File: src/rtl/sy_clint_pkg.sv
// Shared types for the CLINT register-port arbiter: FSM states and the
// grant-index width helper.
package sy_clint_pkg;

  typedef enum logic [1:0] {
    ST_IDLE   = 2'd0,
    ST_ACCESS = 2'd1,
    ST_RESP   = 2'd2
  } arb_state_e;

  // A single requester still needs a 1-bit index so ports never collapse to zero width.
  function automatic int idx_width(input int n);
    return (n <= 1) ? 1 : $clog2(n);
  endfunction

endpackage

File: src/rtl/sy_rr_pick.sv
// Combinational round-robin picker: first valid requester at or above ptr_i,
// wrapping around, as both a one-hot vector and an index.
module sy_rr_pick #(
  parameter int N  = 2,
  parameter int IW = 1
) (
  input  logic [N-1:0]  valid_i,
  input  logic [IW-1:0] ptr_i,
  output logic [N-1:0]  grant_o,
  output logic [IW-1:0] idx_o,
  output logic          any_o
);

  logic [IW-1:0] cand;

  always_comb begin
    grant_o = '0;
    idx_o   = '0;
    any_o   = 1'b0;
    cand    = '0;
    for (int k = 0; k < N; k++) begin
      cand = IW'((int'(ptr_i) + k) % N);
      if (!any_o && valid_i[cand]) begin
        any_o = 1'b1;
        idx_o = cand;
      end
    end
    if (any_o) begin
      grant_o[idx_o] = 1'b1;
    end
  end

endmodule

File: src/rtl/sy_clint_reg_arb.sv
// Round-robin arbiter funnelling several requesters onto the single CLINT
// register port: grant, one downstream access cycle, then a held response.
module sy_clint_reg_arb
  import sy_clint_pkg::*;
#(
  parameter int ADDR_WIDTH = 64,
  parameter int DATA_WIDTH = 64,
  parameter int REQ_NUM    = 2
) (
  input  logic                                 clk_i,
  input  logic                                 rst_i,
  input  logic [REQ_NUM-1:0]                   req_valid_i,
  output logic [REQ_NUM-1:0]                   req_ready_o,
  input  logic [REQ_NUM-1:0]                   req_we_i,
  input  logic [REQ_NUM-1:0][ADDR_WIDTH-1:0]   req_addr_i,
  input  logic [REQ_NUM-1:0][DATA_WIDTH-1:0]   req_wdata_i,
  output logic [REQ_NUM-1:0]                   resp_valid_o,
  input  logic [REQ_NUM-1:0]                   resp_ready_i,
  output logic [DATA_WIDTH-1:0]                resp_rdata_o,
  output logic                                 reg_en_o,
  output logic                                 reg_we_o,
  output logic [ADDR_WIDTH-1:0]                reg_addr_o,
  output logic [DATA_WIDTH-1:0]                reg_wdata_o,
  input  logic [DATA_WIDTH-1:0]                reg_rdata_i
);

  localparam int IW = idx_width(REQ_NUM);

  arb_state_e            state_q, state_d;
  logic [IW-1:0]         rr_ptr_q, rr_ptr_d;
  logic [IW-1:0]         gnt_q, gnt_d;
  logic                  we_q, we_d;
  logic [ADDR_WIDTH-1:0] addr_q, addr_d;
  logic [DATA_WIDTH-1:0] wdata_q, wdata_d;
  logic [DATA_WIDTH-1:0] rdata_q, rdata_d;

  logic [REQ_NUM-1:0]    pick_oh;
  logic [IW-1:0]         pick_idx;
  logic                  pick_any;

  sy_rr_pick #(
    .N  (REQ_NUM),
    .IW (IW)
  ) u_rr_pick (
    .valid_i (req_valid_i),
    .ptr_i   (rr_ptr_q),
    .grant_o (pick_oh),
    .idx_o   (pick_idx),
    .any_o   (pick_any)
  );

  always_comb begin
    state_d  = state_q;
    rr_ptr_d = rr_ptr_q;
    gnt_d    = gnt_q;
    we_d     = we_q;
    addr_d   = addr_q;
    wdata_d  = wdata_q;
    rdata_d  = rdata_q;
    case (state_q)
      ST_IDLE: begin
        if (pick_any) begin
          gnt_d   = pick_idx;
          we_d    = req_we_i[pick_idx];
          addr_d  = req_addr_i[pick_idx];
          wdata_d = req_wdata_i[pick_idx];
          state_d = ST_ACCESS;
        end
      end
      ST_ACCESS: begin
        rdata_d = we_q ? '0 : reg_rdata_i;
        state_d = ST_RESP;
      end
      ST_RESP: begin
        if (resp_ready_i[gnt_q]) begin
          rr_ptr_d = (gnt_q == IW'(REQ_NUM - 1)) ? '0 : gnt_q + 1'b1;
          state_d  = ST_IDLE;
        end
      end
      default: state_d = ST_IDLE;
    endcase
  end

  always_ff @(posedge clk_i) begin
    if (rst_i) begin
      state_q  <= ST_IDLE;
      rr_ptr_q <= '0;
      gnt_q    <= '0;
      we_q     <= 1'b0;
      addr_q   <= '0;
      wdata_q  <= '0;
      rdata_q  <= '0;
    end else begin
      state_q  <= state_d;
      rr_ptr_q <= rr_ptr_d;
      gnt_q    <= gnt_d;
      we_q     <= we_d;
      addr_q   <= addr_d;
      wdata_q  <= wdata_d;
      rdata_q  <= rdata_d;
    end
  end

  // Outputs are masked while reset is high so an aborted cycle shows no handshake or strobe.
  always_comb begin
    req_ready_o  = '0;
    resp_valid_o = '0;
    resp_rdata_o = '0;
    reg_en_o     = 1'b0;
    reg_we_o     = 1'b0;
    reg_addr_o   = '0;
    reg_wdata_o  = '0;
    if (!rst_i) begin
      case (state_q)
        ST_IDLE: req_ready_o = pick_oh;
        ST_ACCESS: begin
          reg_en_o    = 1'b1;
          reg_we_o    = we_q;
          reg_addr_o  = addr_q;
          reg_wdata_o = wdata_q;
        end
        ST_RESP: begin
          resp_valid_o[gnt_q] = 1'b1;
          resp_rdata_o        = rdata_q;
        end
        default: ;
      endcase
    end
  end

endmodule

File: config.mk
export PLATFORM = sky130hd
export DESIGN_NAME = sy_clint_reg_arb
export DESIGN_NICKNAME = d
export VERILOG_FILES = /design/src/rtl/sy_clint_pkg.sv /design/src/rtl/sy_rr_pick.sv /design/src/rtl/sy_clint_reg_arb.sv
export SDC_FILE = /design/constraint.sdc
export NUM_CORES = 1
export LEC_CHECK = 0
export ABC_AREA = 1
export CORE_AREA = 2 2 203 205
export CTS_BUF_LIST = sky130_fd_sc_hd__clkbuf_16
export DETAILED_ROUTE_END_ITERATION = 10
export DIE_AREA = 0 0 205 207
export DONT_BUFFER_PORTS = 1
export SYNTH_ARGS = -nofsm -noshare
export SYNTH_HDL_FRONTEND = slang
export SYNTH_SLANG_ARGS = --single-unit
File: constraint.sdc
create_clock -name clk_i -period 1.65 [get_ports clk_i]
set_input_delay 0.4125 -clock clk_i [delete_from_list [all_inputs] [get_ports clk_i]]
set_output_delay 0.4125 -clock clk_i [all_outputs]
set_load 0.02 [all_outputs]
; After elaboration in Yosys (flattened, before gate mapping)
; Cells that the tools add are included.
[classes]
n_eq_ne = 4
add_sub_neg = 2
muxes = 40
reduce_logical = 8
magnitude_cmp = 6
[ops]
columns = operator, n
row1 = $mux W64, 11
row2 = $mux W1, 19
row3 = $mux W2, 7
row4 = $lt A1 B2 Y1 const B, 4
row5 = $pmux W2 S3, 1
row6 = $reduce_and A2 Y1, 3
row7 = $ne A2 B2 Y1 const B, 2
row8 = $logic_and A1 B1 Y1, 3
row9 = $add A1 B1 Y1 const B, 2
row10 = $demux W1 S1, 2
row11 = $eq A2 B1 Y1 const B, 1
row12 = $eq A2 B2 Y1 const B, 1
row13 = $ge A1 B1 Y1 const B, 2
row14 = $logic_not A2 Y1, 1
row15 = $logic_not A1 Y1, 1
[word_totals]
ff_bits = 197
out_inout_bits = 198
in_bits = 328
word_cells = 67

; Longest topological paths before layout
; Gate-level depths: netlist of the first run.
[logic_depth]
ltp_word = 13
ltp_mapped = 10
depth_no_buf = 8

; Cells and area by module
; Synthesis of the first run repeated with hierarchy kept, for this count alone.
[unflattened]
hier_cells = 1836
area_unflattened_um2 = 10363.7
[modules_own_cells]
columns = module, seq_area_each_um2, area_per_inst_um2, instances, cells_per_inst
row1 = sy_clint_reg_arb, 3943.8, 10333.7, 1, 1829
row2 = sy_rr_pick, 0.0, 30.0, 1, 7

; Worst setup path after synthesis of the first run
; OpenSTA, ideal clock, no wires.
[synth_timing]
path_type = register to output
startpoint = register state_q[0]
endpoint = output port req_ready_o[0]
t_arrival_ps = 1483
required_time_ps = 1237
path_slack_ps = -245
path_buffers = 2
stages_incl_launch_ff = 6
path_cell_list = dfxtp_1 -> nor2_4 -> o21ai_1 -> buf_2 -> clkbuf_1 -> nor3_1
[synth_via]
elab_chain_cells = 3
[synth_rtl]
columns = item, line
row1 = start: declaration, sy_clint_reg_arb.sv:29  ; arb_state_e state_q, state_d;
row2 = start signal: assignment, sy_clint_reg_arb.sv:94  ; state_q <= state_d;
row3 = $logic_not A2 Y1, sy_clint_reg_arb.sv:114  ; case (state_q)
row4 = $mux W2, sy_clint_reg_arb.sv:114
row5 = $mux W2, sy_clint_reg_arb.sv:113  ; if (!rst_i) begin
row6 = end: declaration, sy_clint_reg_arb.sv:13  ; output logic [REQ_NUM-1:0] req_ready_o,
; Every way passes these cells.

; Worst setup path after layout of the first run
[layout_timing]
startpoint = register state_q[0]
endpoint = output port reg_wdata_o[1]
[layout_via]
elab_chain_cells = 3
[layout_rtl]
columns = item, line
row1 = $eq A2 B1 Y1, sy_clint_reg_arb.sv:114
row2 = $mux W64, sy_clint_reg_arb.sv:114
row3 = $mux W64, sy_clint_reg_arb.sv:113
row4 = end: declaration, sy_clint_reg_arb.sv:23  ; output logic [DATA_WIDTH-1:0] reg_wdata_o,
; Every way passes these cells.

==> flow_metrics.env, run 1 <==
export IMPL_syn_avg_cell_area_um2=6.17
export IMPL_cp_end_kind="primary output"
export IMPL_synth_top_area_cell="dfxtp_1"
export IMPL_hold_class="input pin to register"
export IMPL_portBuffers=0
export IMPL_dieWidth_um=205
export IMPL_antennaDiodeCount=0
export IMPL_die_height_um=207
export IMPL_wl_met3_mm=3.15
export IMPL_wl_mm=41.7
export IMPL_max_slew_margin_pct=62.5
export IMPL_p_comb_share_pct=23.9
export IMPL_irDropWorstVdd_mv=0.776
export IMPL_whs_ps=38.1
export IMPL_syn_inst=1632
export IMPL_met2_length_mm=20.9
export IMPL_grt_max_degree=115
export IMPL_post_route_util_pct=35.8
export IMPL_wl_per_cell_um=18.0
export IMPL_drive_above_1_share_pct=24.1
export IMPL_synth_top_area_share_pct=39.2
export IMPL_cts_tree="yes"
export IMPL_slew_violations=0
export IMPL_min_period_over_period_pct=128
export IMPL_clkTransAtPathRegs_ps=70
export IMPL_first_pass_iters=5
export IMPL_cts_root_buffer_cell="clkbuf_16"
export IMPL_area_growth_syn_to_layout_pct=43.7
export IMPL_grt_pass1_vias=10100
export IMPL_cp_startpoint="state_q[0]"
export IMPL_start_util_pct=24.9
export IMPL_cts_made_buffers=17
export IMPL_met1_length_mm=16.4
export IMPL_r2r_end="addr_q[14]"
export IMPL_final_antenna_net_count=0
export IMPL_cts_path_max_buffers=2
export IMPL_layout_common_cells="nand2_1 (273), inv_1 (264), nand3_1 (229)"
export IMPL_top_layer="met4"
export IMPL_grt_pass1_wl_mm=56.1
export IMPL_syn_nets=1960
export IMPL_drt_iter0_drc=1117
export IMPL_status="complete, but fails checks"
export IMPL_crit_path_max_fanout=27
export IMPL_vias_per_cell=4.85
export IMPL_overflow=0
export IMPL_antenna_found_initial=0
export IMPL_layout_commonest_cell="nand2_1"
export IMPL_clock_skew_ps=9.72
export IMPL_setup_ws_ps=-460
export IMPL_synthesis_area_mm2=0.0101
export IMPL_p_seq_share_pct=42.0
export IMPL_synth_cell_types=19
export IMPL_track_usage_pct=17.1
export IMPL_drc=0
export IMPL_ys_seq_area_share_pct=39.2
export IMPL_nets=2093
export IMPL_hold_viol=0
export IMPL_powerDensity_mw_per_mm2=902
export IMPL_clkSinkCount=197
export IMPL_violations="setup timing"
export IMPL_crit_type="register to primary output"
export IMPL_gp_congestion=0.932
export IMPL_rows=74
export IMPL_dp_final_hpwl_mm=26.6
export IMPL_drv_cap=0
export IMPL_p_int_uw=8870
export IMPL_p_leak_uw=0.00610
export IMPL_fmax_mhz=474
export IMPL_ios=526
export IMPL_switching_share_pct=32.0
export IMPL_stdcell_count=2310
export IMPL_vias=11200
export IMPL_min_period_ps=2110
export IMPL_ys_ff_latch=197
export IMPL_dieArea_mm2=0.0424
export IMPL_core_area_mm2=0.0404
export IMPL_reg2reg_slack_ps=60
export IMPL_worst_pin_slew_ps=562
export IMPL_power_switching_uw=4170
export IMPL_crit_path_end="reg_wdata_o[1]"
export IMPL_critPathLaunchType="register"
export IMPL_required_ps=1240
export IMPL_finalSetupViolCount=198
export IMPL_htree_levels=4
export IMPL_rsz0062_at_grt="yes"
export IMPL_yosysWarningCount=0
export IMPL_reg2reg_depth=10
export IMPL_ys_top_cells_by_area="dfxtp_1 (39%), nor2_1 (12%), nand3_1 (12%), nand2_1 (10%), inv_1 (10%)"
export IMPL_clkPwrFrac_pct=34.1
export IMPL_dp_cells=2244
export IMPL_worstPathArrival_ps=1700
export IMPL_r2r_start="state_q[0]"
export IMPL_clk_latency_ps=470
==> routing by layer <==
metal  GRT usage (%)  vias up
li1                -     5338
met1            19.3     5222
met2            30.1      557
met3            4.55       79
met4            7.00        0
met5               0        -
==> how the worst min path moves through the flow <==
stage / to / from / cells past startpoint / slack [ps]
2_1_floorplan: rdata_q[0] / rdata_q[0] / 2 / 450
3_3_place_gp: rdata_q[42] / rdata_q[42] / 2 / 460
3_5_place_dp: rdata_q[43] / rdata_q[43] / 2 / 470
4_1_cts: gnt_q / rst_i / 1 / 2
5_1_grt: gnt_q / rst_i / 1 / 9
6_report: gnt_q / rst_i / 1 / 40
==> cell families after synthesis <==
logic type             share of synthesized area [%]
AO/OA/AOI/OAI                                   5.53
buffers and inverters                           15.4
flip-flops                                      39.2
AND/OR/NAND/NOR                                 39.9
==> cell type report <==
cell class,count,area (µm²)
clock buffer,17,425
clock inverter,15,185
fill,4287,25900
inverter,270,1030
multi-input combinational,1038,5510
sequential,197,3950
tap,532,666
timing repair buffer,241,2690
==> synthesized netlist by cell type, drive strengths merged <==
cell type  instances
nand2            277
buf               65
o21bai             1
dfxtp            197
nor3               4
a21oi              2
inv              270
o21ai            107
clkbuf            63
nand3            239
nand4             86
nor2             321
==> flip-flops by register name (all words and copies together), names as in the netlist <==
| register | cells |
|---|---|
| addr_q | 64 |
| rdata_q | 64 |
| wdata_q | 64 |
| state_q | 2 |
| gnt_q | 1 |
| rr_ptr_q | 1 |
| we_q | 1 |
==> power by group through the flow <==
stage,clock network (µW),logic (µW),registers (µW)
2_1_floorplan,0,1690,5500
3_3_place_gp,0,2420,5550
3_5_place_dp,0,2460,5560
4_1_cts,4580,2640,5460
5_1_grt,4740,3430,5520
6_report,4450,3120,5470
==> worst max-delay path: stages (launching register included) <==
cell	delay [ps]
dfxtp_4	400
nand3_4	160
buf_12	190
buf_12	170
nor2_1	130
buf_4	160
==> metrics by stage <==
step                      worst slack [ps]  total power [µW]  cell area, µm²  TNS, ps
after floorplan                      -49.3              7180           10200    -5760
after global placement               -11.0              7970           12200    -11.0
after detailed placement             -41.9              8020           12200    -74.5
after CTS                             -423             12700           13400   -72490
after global routing                  -513             13700           14500   -86210
final                                 -460             13000           14500   -71310
==> what timing repair did <==
action / CTS / global route
setup buffers: 6 / 9
hold buffers: 1 / 0
resized for setup: 93 / 192
endpoints found under the hold margin: 2 / 0
endpoints found under the setup margin: 198 / 267
cloned: 6 / 15
pin swaps: 4 / 9
(Power assumes the default switching activity.)
==> run 2, diff against run 1 <==
Settings changed: CORE_AREA 2 2 203 205 to 2 2 206 208, DIE_AREA 0 0 205 207 to 0 0 208 210, SKIP_LAST_GASP set to 1, SYNTH_HIERARCHICAL set to 1.
==> flow_metrics.env, run 2 <==
export IMPL_status="complete, but fails checks"
export IMPL_violations="setup timing"
export IMPL_rows=75
export IMPL_start_util_pct=25.0
export IMPL_wl_per_cell_um=15.5
export IMPL_cp_end_kind="primary output"
export IMPL_synth_compound_area_share_pct=3.38
export IMPL_rsz0062_at_grt="yes"
export IMPL_required_ps=1240
export IMPL_cts_tree="yes"
export IMPL_synth_most_common_cell="nand2_1"
export IMPL_dieArea_mm2=0.0437
export IMPL_clkSinkCount=197
export IMPL_grt_pass1_wl_mm=53.0
export IMPL_finalSetupViolCount=200
export IMPL_antenna_found_initial=2
export IMPL_nets=2376
export IMPL_crit_path_max_fanout=9
export IMPL_layout_commonest_cell="nand2_1"
export IMPL_area_growth_syn_to_layout_pct=47.7
export IMPL_gp_congestion=0.832
export IMPL_fmax_mhz=466
export IMPL_hold_start="reg_rdata_i[53]"
export IMPL_clock_skew_ps=15.6
export IMPL_synth_top_area_cell="dfxtp_1"
export IMPL_portBuffers=0
export IMPL_synth_edf_count=0
export IMPL_r2r_start="state_q[1]"
export IMPL_critPathLaunchType="register"
export IMPL_core_area_mm2=0.0415
export IMPL_powerDensity_mw_per_mm2=901
export IMPL_track_usage_pct=15.3
export IMPL_htree_levels=4
export IMPL_setup_ws_ps=-495
export IMPL_whs_path_depth=2
export IMPL_grt_max_degree=112
export IMPL_synthesis_area_mm2=0.0104
export IMPL_max_slew_margin_pct=55.6
export IMPL_drive_above_1_share_pct=23.1
export IMPL_yosysWarningCount=6
export IMPL_die_height_um=210
export IMPL_syn_inst=1836
export IMPL_r2r_end="wdata_q[30]"
export IMPL_syn_nets=2164
export IMPL_ys_ff_latch=197
export IMPL_clkTransAtPathRegs_ps=70
export IMPL_dieWidth_um=208
export IMPL_cts_root_buffer_cell="clkbuf_16"
export IMPL_synth_top_area_share_pct=38.1
export IMPL_slew_violations=0
export IMPL_synth_mux_area_share_pct=0
export IMPL_cts_path_max_buffers=2
export IMPL_vias=11700
export IMPL_synth_common_cells="nand2_1 (720), nor2_1 (457), inv_1 (204)"
export IMPL_worstPathArrival_ps=1730
export IMPL_worst_pin_slew_ps=663
export IMPL_synth_cell_types=14
export IMPL_reg2reg_slack_ps=-10
export IMPL_min_period_over_period_pct=130
export IMPL_drc=0
export IMPL_synth_top_family_by_area="simple AND/OR/NAND/NOR gates"
export IMPL_synthSimpleGateAreaFrac_pct=46.0
export IMPL_synth_fa_ha_area_share_pct=0
export IMPL_clk_latency_ps=480
export IMPL_reg2reg_depth=9
export IMPL_dp_final_hpwl_mm=24.4
export IMPL_hold_class="input pin to register"
export IMPL_power_uw=13800
export IMPL_min_to="rdata_q[53]"
export IMPL_overflow=0
export IMPL_crit_type="register to primary output"
export IMPL_vias_per_cell=4.51
export IMPL_wl_mm=40.3
export IMPL_irDropWorstVdd_mv=0.627
export IMPL_cts_made_buffers=17
export IMPL_grt_pass1_vias=10500
export IMPL_final_antenna_net_count=0
export IMPL_async_reset_ff_share_pct=0
export IMPL_ios=526
export IMPL_first_pass_iters=5
export IMPL_synthFlopType="dfxtp_1"
export IMPL_setup_tns_ps=-73320
export IMPL_min_period_ps=2150
export IMPL_reg_top3="addr_q: 64 flops, rdata_q: 64 flops, wdata_q: 64 flops"
export IMPL_drv_cap=0
export IMPL_syn_avg_cell_area_um2=5.64
export IMPL_drt_iter0_drc=779
export IMPL_ys_seq_area_share_pct=38.1
export IMPL_hold_viol=0
export IMPL_ys_top_cells_by_area="dfxtp_1 (38%), nand2_1 (26%), nor2_1 (17%), inv_1 (7.4%), buf_2 (3.4%)"
export IMPL_p_leak_uw=0.00745
export IMPL_layout_common_cells="nand2_1 (711), nor2_1 (344), inv_1 (201)"
export IMPL_synth_xor_area_share_pct=0
export IMPL_antennaDiodeCount=0
[run 2: timing repair]
| item | CTS | global route |
|---|---|---|
| resized for setup | 87 | 215 |
| gates cloned | 3 | 34 |
| pin swaps | 2 | 14 |
| hold buffers | 1 | 0 |
| endpoints found under the hold margin | 2 | 0 |
| setup buffers | 5 | 14 |
| setup endpoints to repair | 198 | 238 |
[run 2: power by group]
group	internal [µW]	leakage, µW	total [µW]	switching, µW
Sequential	5270	0.00163	5430	159
Combinational	1510	0.00552	3850	2340
Clock	2520	0.000297	4510	2000
[run 2: stage by stage]
stage	hold slack [ps]	area (µm²)	util [%]	instances	setup slack, ps
2_1_floorplan	438	10400	-	1836	-13.7
3_3_place_gp	465	12700	30.6	2513	-1.82
3_5_place_dp	471	12700	30.6	2513	-1.30
4_1_cts	30.2	13700	33.1	2553	-451
5_1_grt	59.3	15300	36.9	2599	-581
6_report	80.0	15300	36.9	2599	-495
[run 2: logic make-up after synthesis]
family | count (synthesis)
AND/OR/NAND/NOR | 1245
buffers and inverters | 324
flip-flops | 197
AO/OA/AOI/OAI | 70
[run 2: worst max-delay path by stage]
stage                       end      startpoint
3_3_place_gp     reg_addr_o[11]           rst_i
3_5_place_dp          addr_q[6]  req_valid_i[1]
6_report       resp_rdata_o[12]      state_q[1]
5_1_grt        resp_rdata_o[12]      state_q[1]
4_1_cts        resp_rdata_o[38]      state_q[1]
2_1_floorplan  resp_rdata_o[20]      state_q[1]
[run 2: metal layers]
metal  wire length [µm]  vias to the layer above  track usage [%]
met2              19700                      512             26.7
li1                   -                     5792                -
met5                 18                        -                0
met1              16700                     5336             17.3
met4               1240                        4             7.36
met3               2600                       76             4.17
[run 2: final cells by class]
type	count	area, µm²
timing repair buffer	306	3390
multi-input combinational	1321	5890
clock buffer	17	425
tap	539	674
inverter	205	785
fill	4390	26200
clock inverter	14	188
sequential	197	3950
[run 2: worst max-delay path: stages (launching register included)]
cell and delay, ps:
dfxtp_4 360, inv_4 50, nor2_4 120, buf_12 140, nand2_8 90, buf_12 170
nor2_1 140, buf_4 170
